[config.mk]
export PLATFORM = sky130hd
export DESIGN_NAME = rand_arb
export DESIGN_NICKNAME = d
export VERILOG_FILES = /design/src/rtl/rand_arb_pkg.sv /design/src/rtl/rand_arb_rr_pick.sv /design/src/rtl/rand_arb.sv
export SDC_FILE = /design/constraint.sdc
export NUM_CORES = 1
export LEC_CHECK = 0
export ABC_CLOCK_PERIOD_IN_PS = 4410
export BUFFER_PORTS_ARGS = -buffer_cell sky130_fd_sc_hd__buf_2
export CAP_MARGIN = 25
export CORE_ASPECT_RATIO = 1.25
export CORE_MARGIN = 1.5
export CORE_UTILIZATION = 56
export DETAILED_ROUTE_END_ITERATION = 6
export HOLD_SLACK_MARGIN = 0.1
export PLACE_DENSITY = 0.92
export RECOVER_POWER = 25
export SLEW_MARGIN = 15
export SYNTH_ARGS = -nofsm -noshare
export SYNTH_HDL_FRONTEND = slang
export SYNTH_SLANG_ARGS = --single-unit
export TNS_END_PERCENT = 30
[constraint.sdc]
create_clock -name clk -period 4.41 [get_ports clk]
set_input_delay 0.882 -clock clk [delete_from_list [all_inputs] [get_ports clk]]
set_output_delay 0.882 -clock clk [all_outputs]
set_load 0.01 [all_outputs]
[src/rtl/rand_arb_pkg.sv]
// Shared definitions for the rand_arb random-number scheduler: FSM states,
// counter widths and the requester-count limit.
package rand_arb_pkg;

    typedef enum logic [1:0] {
        ST_IDLE,
        ST_LOAD,
        ST_WARM,
        ST_RUN
    } arb_state_t;

    localparam int WARM_W   = 8;
    localparam int GAP_W    = 4;
    localparam int NREQ_MAX = 8;

    localparam logic [GAP_W-1:0] GAP_SAT = '1;

    // Pointer width for a requester count, clamped to the supported range.
    function automatic int ptr_width(input int n);
        int c;
        c = (n < 2) ? 2 : ((n > NREQ_MAX) ? NREQ_MAX : n);
        return $clog2(c);
    endfunction

endpackage

[src/rtl/rand_arb_rr_pick.sv]
// Combinational round-robin picker: one-hot select of the first request bit
// at or after ptr, wrapping modulo NREQ.
module rr_pick
    import rand_arb_pkg::*;
#(
    parameter int NREQ = 4,
    parameter int PW   = 2
) (
    input  logic [NREQ-1:0] req,
    input  logic [PW-1:0]   ptr,
    output logic [NREQ-1:0] sel,
    output logic            any
);

    logic [NREQ-1:0] req_rot;
    logic [NREQ-1:0] sel_rot;

    // Rotate so ptr lands on bit 0, isolate the lowest set bit, rotate back.
    assign req_rot = NREQ'({req, req} >> ptr);
    assign sel_rot = req_rot & (~req_rot + NREQ'(1));
    assign sel     = NREQ'({sel_rot, sel_rot} >> (NREQ - int'(ptr)));
    assign any     = |req;

endmodule

[src/rtl/rand_arb.sv]
// Round-robin scheduler sharing one 16-bit LFSR core among NREQ requesters,
// with warm-up after enable/reseed and a minimum LFSR advance between grants.
module rand_arb
    import rand_arb_pkg::*;
#(
    parameter int NREQ = 4,
    parameter int WARM = 16,
    parameter int GAP  = 2
) (
    input  logic            clk,
    input  logic            rst,
    input  logic            cfg_en,
    input  logic            cfg_load,
    input  logic [15:0]     cfg_seed,
    input  logic [NREQ-1:0] req,
    output logic [NREQ-1:0] gnt,
    output logic [15:0]     rsp_dat,
    output logic            ready,
    output logic            rng_en,
    output logic            rng_load,
    output logic [15:0]     rng_seed,
    input  logic [15:0]     rng_num
);

    localparam int PW = ptr_width(NREQ);

    arb_state_t        state;
    logic [PW-1:0]     ptr;
    logic [PW-1:0]     nxt_ptr;
    logic [WARM_W-1:0] warm_cnt;
    logic [GAP_W-1:0]  gap_cnt;
    logic              load_pend;
    logic [NREQ-1:0]   sel;
    logic              sel_any;
    logic              gap_ok;

    rr_pick #(
        .NREQ(NREQ),
        .PW  (PW)
    ) u_pick (
        .req(req),
        .ptr(ptr),
        .sel(sel),
        .any(sel_any)
    );

    assign gap_ok = (gap_cnt >= GAP_W'(GAP));

    // Pointer moves to the slot just past the selected requester.
    always_comb begin
        nxt_ptr = '0;
        for (int i = 0; i < NREQ - 1; i++) begin
            if (sel[i]) nxt_ptr = PW'(i + 1);
        end
    end

    always_ff @(posedge clk or posedge rst) begin
        if (rst) begin
            state     <= ST_IDLE;
            ptr       <= '0;
            warm_cnt  <= '0;
            gap_cnt   <= GAP_W'(GAP);
            load_pend <= 1'b0;
            gnt       <= '0;
            rsp_dat   <= '0;
            ready     <= 1'b0;
            rng_en    <= 1'b0;
            rng_load  <= 1'b0;
            rng_seed  <= '0;
        end else begin
            gnt      <= '0;
            rng_load <= 1'b0;
            if (cfg_load) rng_seed <= cfg_seed;
            if (rng_en && gap_cnt != GAP_SAT) gap_cnt <= gap_cnt + GAP_W'(1);

            if (state != ST_IDLE && !cfg_en) begin
                state  <= ST_IDLE;
                ready  <= 1'b0;
                rng_en <= 1'b0;
                // A seed taken while shutting down still needs its load pulse later.
                if (cfg_load) load_pend <= 1'b1;
            end else if (state != ST_IDLE && cfg_load) begin
                state     <= ST_LOAD;
                ready     <= 1'b0;
                rng_en    <= 1'b1;
                rng_load  <= 1'b1;
                load_pend <= 1'b0;
            end else begin
                case (state)
                    ST_IDLE: begin
                        if (cfg_en) begin
                            rng_en   <= 1'b1;
                            ready    <= 1'b0;
                            warm_cnt <= '0;
                            if (cfg_load || load_pend) begin
                                state     <= ST_LOAD;
                                rng_load  <= 1'b1;
                                load_pend <= 1'b0;
                            end else begin
                                state <= ST_WARM;
                            end
                        end else if (cfg_load) begin
                            load_pend <= 1'b1;
                        end
                    end
                    ST_LOAD: begin
                        state    <= ST_WARM;
                        warm_cnt <= '0;
                    end
                    ST_WARM: begin
                        if (warm_cnt == WARM_W'(WARM - 1)) begin
                            state   <= ST_RUN;
                            ready   <= 1'b1;
                            gap_cnt <= GAP_W'(GAP);
                        end else begin
                            warm_cnt <= warm_cnt + WARM_W'(1);
                        end
                    end
                    ST_RUN: begin
                        if (sel_any && gap_ok) begin
                            gnt     <= sel;
                            rsp_dat <= rng_num;
                            ptr     <= nxt_ptr;
                            gap_cnt <= '0;
                        end
                    end
                    default: state <= ST_IDLE;
                endcase
            end
        end
    end

endmodule

# Word-level counts from Yosys, hierarchy flattened
# Index checks and enable logic that the tools add are counted.
# classes
n_bitwise	4
magnitude_cmp	1
shift	2
n_reduce_logical	20
n_mux	42
n_addsub	4
n_eq_ne	10
# op_table
op	count
$mux 4	9
$shr 8x32->4	1
$pmux 8 s3	1
$mux 1	20
$mux 8	2
$mux 2	7
$ne 4x4->1 const B	3
$reduce_bool 3->1	3
$add 4x1->4 const B	2
$add 8x1->8 const B	1
$eq 8x4->1 const B	1
$pmux 4 s2	1
$shr 8x2->4	1
$pmux 2 s3	1
$reduce_and 3->1	2
$reduce_and 5->1	1
$reduce_bool 5->1	1
$and 4x4->4	1
$eq 2x2->1 const B	2
$ge 4x2->1 const B	1
$logic_and 1x1->1	4
$ne 2x2->1 const B	2
$ne 4x1->1 const B	1
$not 4->4	1
12 further kinds	14
# totals
elab_cells	94
in_bits	40
ff_bits	56
out_inout_bits	39

# Depth between registers and ports, before layout
# Gate-level depths: netlist (run 1).
# depth
depth_word	9
mapped_depth	8
mapped_depth_nobuf	6

# Cells and area by module
# From an unflattened synthesis (run 1), not the netlist that was laid out.
# unflattened
hier_cells	243
hier_area_um2	2792.7
# modules_own_cells
module	area_per_inst_um2	cells_each	n_inst
rand_arb	2562.5	214	1
rr_pick	230.2	29	1

# Worst setup path after synthesis (run 1)
# Ideal clock, no wire load.
# synth_path
path_type	input -> register
startpoint	input port req[1]
endpoint	register rsp_dat[0]
path_stages	7
arrival_ps	2371
setup_slack_ps	1914
setup_ps	125
required_ps	4285
path_buffers	3
path_cell_list	buf_6 -> or4_4 -> and2_4 -> and2_4 -> buf_6 -> buf_12 -> mux2_4
# synth_via
elab_chain_len	3
# synth_lines
item	line_no	source
start: declaration	rand_arb.sv:15	input logic [NREQ-1:0] req,
$reduce_or 4->1	rand_arb_rr_pick.sv:22	assign any = |req;
$logic_and 1x1->1	rand_arb.sv:120	if (sel_any && gap_ok) begin
$reduce_and 4->1 (no line)	n/a	
end signal: assignment	rand_arb.sv:122	rsp_dat <= rng_num;
end: declaration	rand_arb.sv:17	output logic [15:0] rsp_dat,
# Every way passes these cells.
# A chain may end at the register's enable or synchronous reset.

==> summary.md, run 1 <==
| Metric | Value |
|---|---|
| Outcome | `finished, violations left` |
| Failing checks | `capacitance limit, slew limit` |
| Area grow syn2layout | `16.98%` |
| Post-synth top cells | `dfrtp_1, mux2_2, o21ai_0` |
| Vias per cell | `a little under 6` |
| Number of flops mapped to enable cells by yosys | `0` |
| Die area | `around 0.0055 sq mm` |
| Async SR Flop Fraction | `1.000` |
| TritonRoute pass-1 iters | `4` |
| CP Data Arrival Time | `just under 3 ns` |
| CTS tree | `done` |
| Reg2Reg Depth | `4` |
| Flop2flop setup slack | `~2.0 ns` |
| Multi-input gate area | `between 0.001 and 0.0015 sq mm` |
| Post-Route Skew | `0.007744 ns` |
| MaxCap Viol Count | `1` |
| Via count | `approximately 2200` |
| HPWL after DPL | `about 4500 microns` |
| DRC errors left | `0` |
| Netlist cell types | `54` |
| Number of diodes | `0` |
| Hold Violations, Final | `0` |
| Sequential area share after synthesis | `0.4932` |
| Maximum root-to-sink buffer count | `2` |
| Post-layout nets | `366` |
| Netlist Area Pre-Place | `approximately 0.0028 sq mm` |
| First-pass GRT wire length | `roughly 9000 microns` |
| HP Start | `rng_seed[15]` |
| Rows | `28` |
| WL final | `roughly 6000 microns` |
| Mapped Cells | `roughly 240` |
| Final Core Density | `0.6932` |
| Largest net degree at the start of global routing | `33` |
| Hold crit path type | `reg2reg` |
| CTS Root Cell | `clkbuf_8` |
| Worst Path Required | `4.54 ns` |
| Layout cell share with drive strength beyond 1 | `0.3994` |
| H-tree Lvls | `2` |
| DR iter-0 viols | `179` |
| Cell accounting for the most synthesized area | `dfrtp_1` |
| Maximum fanout along the worst path | `32` |
| Starting Density | `0.5925` |
| Primary FF master, synth | `dfrtp_1` |
| Post-CTS Hold Fix Bufs | `0` |
| Slew headroom | `-0.08865` |
| Reg-to-reg critical path endpoint | `ptr[1]` |
| Startpoint Class | `input port` |
| Mapped Nets | `between 200 and 300` |
| Mean Syn Cell Area | `approximately 12 sq um` |
| Total grt overflow | `0` |
| Setup TNS | `0 ns` |
| Reg area | `~0.0014 sq mm` |
| Worst reg2reg path startpoint | `ptr[1]` |
| Initial antenna violation count | `0` |
| Pleak | `approximately 0.0016 uW` |
| Top-count cell post-synth | `dfrtp_1` |
| Highest Clock Rate | `361.5 MHz` |
| Min cycle time layout | `2.766 ns` |
| Die height | `roughly 83 microns` |
| Worst slew pin tran | `between 1.5 and 2 ns` |
| RSZ-0062 raised after global routing | `false` |
| Antenna-violating nets left | `0` |
| CP startpoint | `rst` |
| Port bufs | `78` |
| Worst setup EP type | `asynchronous set/reset pin` |
| Core area | `~0.0048 sq mm` |
| Synth area leaders | `dfrtp_1, mux2_2, mux2_4` |
| Resized Gates After CTS | `0` |
| Pins Over Slew Limit | `33` |
| Die Width | `66.74 microns` |
| Ys Warns | `0` |
| Fillers | `340` |
| Ports | `79` |
| Setup bufs post-CTS | `0` |
| GRT Total Usage | `0.2245` |
| Area fraction of the dominant cell type after synthesis | `0.4839` |
| Peak supply drop | `approximately 0.42 mV` |
| Setup Crit Path Kind | `in2async` |
| CTS buffer count | `5` |
| Routed len/inst | `around 16 microns` |
| Vias in the first global route | `about 2100` |
| Synth Register Bits | `56` |
| Tcrit/Tclk final | `0.6273` |
| Gp weighted congestion | `0.8371` |
| Critical Path End | `warm_cnt[0]` |
| Worst-Skew Late Latency | `around 0.31 ns` |
| Pwr dens | `between 500 and 600 mW/mm^2` |
| Final setup fails | `0` |
| Clock sinks | `56` |
| Clock Pin Slew Worst Setup and Hold Paths | `roughly 0.09 ns` |
-- metal layers --
| layer | up-vias | global-route usage | routed length, microns |
|---|---|---|---|
| met5 | - | 0 | 0 |
| met4 | 0 | 0.09184 | 187 |
| met3 | 18 | 0.06098 | 310 |
| met2 | 93 | 0.4000 | 3233 |
| met1 | 1072 | 0.2527 | 2222 |
| li1 | 1051 | - | - |
-- final cells by class --
| cell class | count | area share |
|---|---|---|
| multi-input combinational | 167 | 0.4024 |
| timing repair buffer | 79 | 0.1185 |
| sequential | 56 | 0.4216 |
| tap | 60 | 0.02256 |
| clock buffer | 6 | 0.02181 |
| inverter | 8 | 0.009026 |
| clock inverter | 2 | 0.004137 |
-- worst min-delay path by stage --
stage / to / slack, ns / depth (start not counted)
floorplan: warm_cnt[3] / 0.47 / 2
global placement: rng_seed[12] / 0.48 / 1
detailed placement: rsp_dat[0] / 0.49 / 1
CTS: rng_seed[11] / 0.51 / 1
global route: rng_seed[15] / 0.53 / 1
finish: rng_seed[15] / 0.51 / 1
-- state kept, by name (all words and copies together) (netlist names), 2 cells and up --
| register | cells |
|---|---|
| state | 2 |
| gnt | 4 |
| ptr | 2 |
| rng_seed | 16 |
| gap_cnt | 4 |
| rsp_dat | 16 |
| warm_cnt | 8 |
-- stage by stage --
stage                     cells  area, sq um  hold slack [ns]  setup slack (ns)  power [uW]
after detailed placement    370         3257           0.4862             1.613        1595
final                       378         3327           0.5075             1.644        1864
after floorplan             242         2844           0.4733             1.914        1358
after global routing        378         3327           0.5270             1.181        1992
after global placement      369         3237           0.4826             1.900        1547
after CTS                   378         3343           0.5123             1.954        1874
-- cells by family (layout without fill, tap and decap cells) --
logic type      after synthesis  after routing  synth area share
simple gates                 66             66            0.1500
mux                          36             36            0.1557
xor+xnor                      2              2          0.006160
compound gates               54             54            0.1192
fa+ha+maj                     9              9           0.03960
buf+inv                      19             95           0.03608
flops                        56             56            0.4932
-- where the power goes --
part           internal (uW)  switching [uW]
registers                664             124
clock network            114             163
logic                    388             412
total                   1170             698
-- critical path, stage by stage --
cell and delay (ns):
buf_2 0.10, inv_1 0.65, clkbuf_1 1.25
-- placed cells by master, fill, tap and decap left out, types with 3 or more instances in the layout --
| cell type | n |
|---|---|
| a21oi_1 | 15 |
| a31oi_1 | 4 |
| and3_1 | 3 |
| buf_2 | 78 |
| clkbuf_8 | 5 |
| dfrtp_1 | 55 |
| ha_1 | 9 |
| inv_1 | 7 |
| mux2_2 | 24 |
| mux2_4 | 8 |
| mux2i_1 | 3 |
| nand2_1 | 9 |
| nand3_1 | 6 |
| nand3b_1 | 6 |
| nand4_1 | 5 |
| nor2_1 | 8 |
| o21a_1 | 4 |
| o21ai_0 | 16 |
| or4b_2 | 3 |
No activity file was read; power rests on OpenSTA's default activity.
==> inputs of run 2 (changes only) <==
--- a/config.mk
+++ b/config.mk
@@ -5,15 +5,16 @@
 export SDC_FILE = /design/constraint.sdc
 export NUM_CORES = 1
 export LEC_CHECK = 0
-export ABC_CLOCK_PERIOD_IN_PS = 4410
+export ABC_AREA = 1
+export ABC_CLOCK_PERIOD_IN_PS = 2280
 export BUFFER_PORTS_ARGS = -buffer_cell sky130_fd_sc_hd__buf_2
 export CAP_MARGIN = 25
 export CORE_ASPECT_RATIO = 1.25
 export CORE_MARGIN = 1.5
-export CORE_UTILIZATION = 56
+export CORE_UTILIZATION = 47
 export DETAILED_ROUTE_END_ITERATION = 6
 export HOLD_SLACK_MARGIN = 0.1
-export PLACE_DENSITY = 0.92
+export PLACE_DENSITY = 0.83
 export RECOVER_POWER = 25
 export SLEW_MARGIN = 15
 export SYNTH_ARGS = -nofsm -noshare
==> constraint.sdc (replaced) <==
create_clock -name clk -period 2.28 [get_ports clk]
set_input_delay 0.456 -clock clk [delete_from_list [all_inputs] [get_ports clk]]
set_output_delay 0.456 -clock clk [all_outputs]
set_load 0.01 [all_outputs]
==> run 2 against run 1 <==
Net effect:
- the flow now finishes without violations
- hold slack got worse by 0.20 ns
- final area increased by 1.2%
- largest cell class unchanged
- wire length decreased by 8.0%
- highest routed layer unchanged
==> summary.md, run 2 <==
| Metric | Value |
|---|---|
| Dpl cell area | `0.003277 sq mm (was 0.003257 sq mm)` |
| Mapped Cells | `318 (was 242)` |
| Worst setup EP type | `flip-flop (was asynchronous set/reset pin)` |
| Highest Clock Rate | `between 500 and 600 MHz` |
| Pleak | `0.001856 uW (was 0.001586 uW)` |
| Met3 Use GR | `0.04484 (was 0.06098)` |
| GRT Total Usage | `0.1818 (was 0.2245)` |
| Port bufs | `78 (unchanged)` |
| DRC errors left | `0 (unchanged)` |
| Most common cell after layout, fill and taps aside | `nand2_1 (was buf_2)` |
| Primary FF master, synth | `dfrtp_1 (unchanged)` |
| Synth Register Bits | `56 (unchanged)` |
| Number of flops mapped to enable cells by yosys | `0 (unchanged)` |
| Initial antenna violation count | `0 (unchanged)` |
| Layout cell share with drive strength beyond 1 | `0.3167 (was 0.3994)` |
| Most frequent cells in the layout | `nand2_1, buf_2, dfrtp_1 (was buf_2, dfrtp_1, mux2_2)` |
| RSZ-0062 raised after global routing | `false (unchanged)` |
| Tcrit/Tclk final | `0.8717` |
| WL final | `5475 microns (was 5953 microns)` |
| Worst slew pin tran | `0.8355 ns (was 1.633 ns)` |
| Pins Over Slew Limit | `0 (was 33)` |
| Peak supply drop | `0.6163 mV (was 0.4224 mV)` |
| Post-CTS Hold Fix Bufs | `0 (unchanged)` |
| Met1 Use GR | `0.2288 (was 0.2527)` |
| Rows | `31 (was 28)` |
| Fin area | `0.003367 sq mm (was 0.003327 sq mm)` |
| Reg2Reg Depth | `11 (was 4)` |
| Area fraction of the dominant cell type after synthesis | `0.4863 (was 0.4839)` |
| Ys Warns | `0 (unchanged)` |
| HPWL after DPL | `4310 microns (was 4470 microns)` |
| Number of diodes | `0 (unchanged)` |
| CP Data Arrival Time | `2.22 ns (was 2.90 ns)` |
| Starting Density | `0.4865 (was 0.5925)` |
| Outcome | `complete, no violations (was finished, violations left)` |
| Top-count cell post-synth | `nand2_1 (was dfrtp_1)` |
| Min cycle time layout | `about 2.0 ns` |
| Area grow syn2layout | `18.97% (was 16.98%)` |
| CTS Root Cell | `clkbuf_8 (unchanged)` |
| Design Power | `3600 uW (was 1864 uW)` |
| CTS tree | `done (unchanged)` |
| Netlist cell types | `32 (was 54)` |
| First-pass GRT wire length | `9508 microns (was 9273 microns)` |
| Ports | `79 (unchanged)` |
| Clock sinks | `56 (unchanged)` |
| Slew headroom | `0.4424 (was -0.08865)` |
| DR iter-0 viols | `124 (was 179)` |
| CTS buffer count | `5 (unchanged)` |
| Core area | `0.005818 sq mm (was 0.004800 sq mm)` |
| Resized Gates After CTS | `0 (unchanged)` |
| Worst-Skew Late Latency | `0.31 ns (about the same)` |
| Setup Crit Path Kind | `reg2reg (was in2async)` |
| Synth area leaders | `dfrtp_1, nand2_1, mux2_2 (was dfrtp_1, mux2_2, mux2_4)` |
| Die area | `0.006499 sq mm (was 0.005518 sq mm)` |
| Grt peak-use layer | `met2 (unchanged)` |
| Pwr dens | `1069 mW/mm^2 (was 560.3 mW/mm^2)` |
| Clock Pin Slew Worst Setup and Hold Paths | `0.10 ns (was 0.09 ns)` |
| Die height | `89.76 microns (was 82.68 microns)` |
| Largest net degree at the start of global routing | `25 (was 33)` |
| Netlist Area Pre-Place | `0.002830 sq mm (was 0.002844 sq mm)` |
| Vias per cell | `5.017 (was 5.910)` |
| H-tree Lvls | `2 (unchanged)` |
| Post-layout nets | `449 (was 366)` |
| Startpoint Class | `flip-flop (was input port)` |
| Maximum fanout along the worst path | `20 (was 32)` |
| Routing usage on met2 | `0.3002 (was 0.4000)` |
| Async SR Flop Fraction | `1.000 (unchanged)` |
| Cell accounting for the most synthesized area | `dfrtp_1 (unchanged)` |
| TritonRoute pass-1 iters | `4 (unchanged)` |
| Via count | `2343 (was 2234)` |
| Setup bufs post-CTS | `0 (unchanged)` |
| Routed len/inst | `11.72 microns (was 15.75 microns)` |
| Biggest regs | `rng_seed (16), rsp_dat (16), warm_cnt (8) (unchanged)` |
| Post-Route Skew | `0.01143 ns (was 0.007744 ns)` |
| Maximum root-to-sink buffer count | `2 (unchanged)` |
| Hold crit path type | `in2async (was reg2reg)` |
| Worst Path Required | `2.51 ns (was 4.54 ns)` |
| Final setup fails | `0 (unchanged)` |
| Total grt overflow | `0 (unchanged)` |
| Setup TNS | `0 ns (unchanged)` |
| Post-synth top cells | `nand2_1, dfrtp_1, inv_1 (was dfrtp_1, mux2_2, o21ai_0)` |
| Antenna-violating nets left | `0 (unchanged)` |
| Reg-to-reg critical path endpoint | `ptr[1] (unchanged)` |
| Mapped Nets | `367 (was 291)` |
| Sequential area share after synthesis | `0.4956 (was 0.4932)` |
| Mean Syn Cell Area | `8.900 sq um (was 11.75 sq um)` |
| Die Width | `72.41 microns (was 66.74 microns)` |
| Flop2flop setup slack | `0.29 ns (was 2.04 ns)` |
| Gp weighted congestion | `0.7727 (was 0.8371)` |
| MaxCap Viol Count | `0 (was 1)` |
| Vias in the first global route | `2288 (was 2099)` |
| Worst reg2reg path startpoint | `state[0] (was ptr[1])` |
| Hold Violations, Final | `0 (unchanged)` |
==> run 2: changes by cell type after synthesis, moves of 9 or more <==
cell / previous run / this run
nand2_1: 9 / 108
a21oi_1: 15 / 6
inv_1: 7 / 31
o21ai_0: 16 / 6
nand3_1: 6 / 18
==> run 2: worst max path at each step <==
stage | from | cells past startpoint | to | slack (ns)
after floorplan | rst | 1 | gap_cnt[0] | 0.45
final | state[0] | 11 | ptr[1] | 0.29
after detailed placement | state[0] | 11 | ptr[0] | 0.33
after CTS | state[0] | 11 | gap_cnt[1] | 0.29
after global routing | state[0] | 11 | ptr[1] | 0.10
after global placement | state[0] | 11 | gap_cnt[1] | 0.45
==> run 2: final cells by class <==
class,instances,area [sq um]
Timing Repair Buffer,82,416.7
Inverter,37,146.4
Sequential cell,56,1403
Clock inverter,1,7.507
Fill cell,521,2451
Multi-Input combinational cell,218,1225
Tap cell,66,82.58
Clock buffer,7,86.33
==> run 2: through the flow <==
stage	instances	hold WS (ns)	util	worst slack (ns)
finish	467	0.3059	0.5787	0.2926
global placement	459	0.4581	0.5632	0.4501
floorplan	318	0.4727	-	0.4544
detailed placement	459	0.4558	0.5632	0.3347
global route	467	0.3497	0.5787	0.1009
CTS	467	0.1682	0.5794	0.2921
==> run 2: cells by family (layout without fill, tap and decap cells) <==
group	after synthesis	in the layout	share of synthesized area
flip-flops	56	56	0.4956
XOR/XNOR	3	3	0.009286
AND/OR/NAND/NOR	165	165	0.2661
AO/OA/AOI/OAI	25	25	0.05394
buffers and inverters	44	127	0.07162
multiplexers	16	16	0.06366
adder cells (fa/ha/maj)	9	9	0.03979
==> run 2: power by group <==
part	total [uW]	internal (uW)	switching, uW
clock network	544	247	297
registers	1480	1260	213
logic	1580	607	972
==> run 2: metal layers <==
layer | vias to the layer above | wire length [microns]
li1 | 1174 | -
met4 | 0 | 115
met1 | 1084 | 2382
met3 | 11 | 270
met2 | 74 | 2707
met5 | - | 0
==> run 2: critical path, stage by stage (launching register included) <==
cell and delay [ns]:
dfrtp_1 0.41, inv_1 0.10, ha_1 0.24, inv_2 0.10, nand2_2 0.08, nand2_2 0.12
inv_2 0.04, nand2_1 0.07, nor2_1 0.07, inv_1 0.45, nand2_1 0.12, nand3_1 0.12
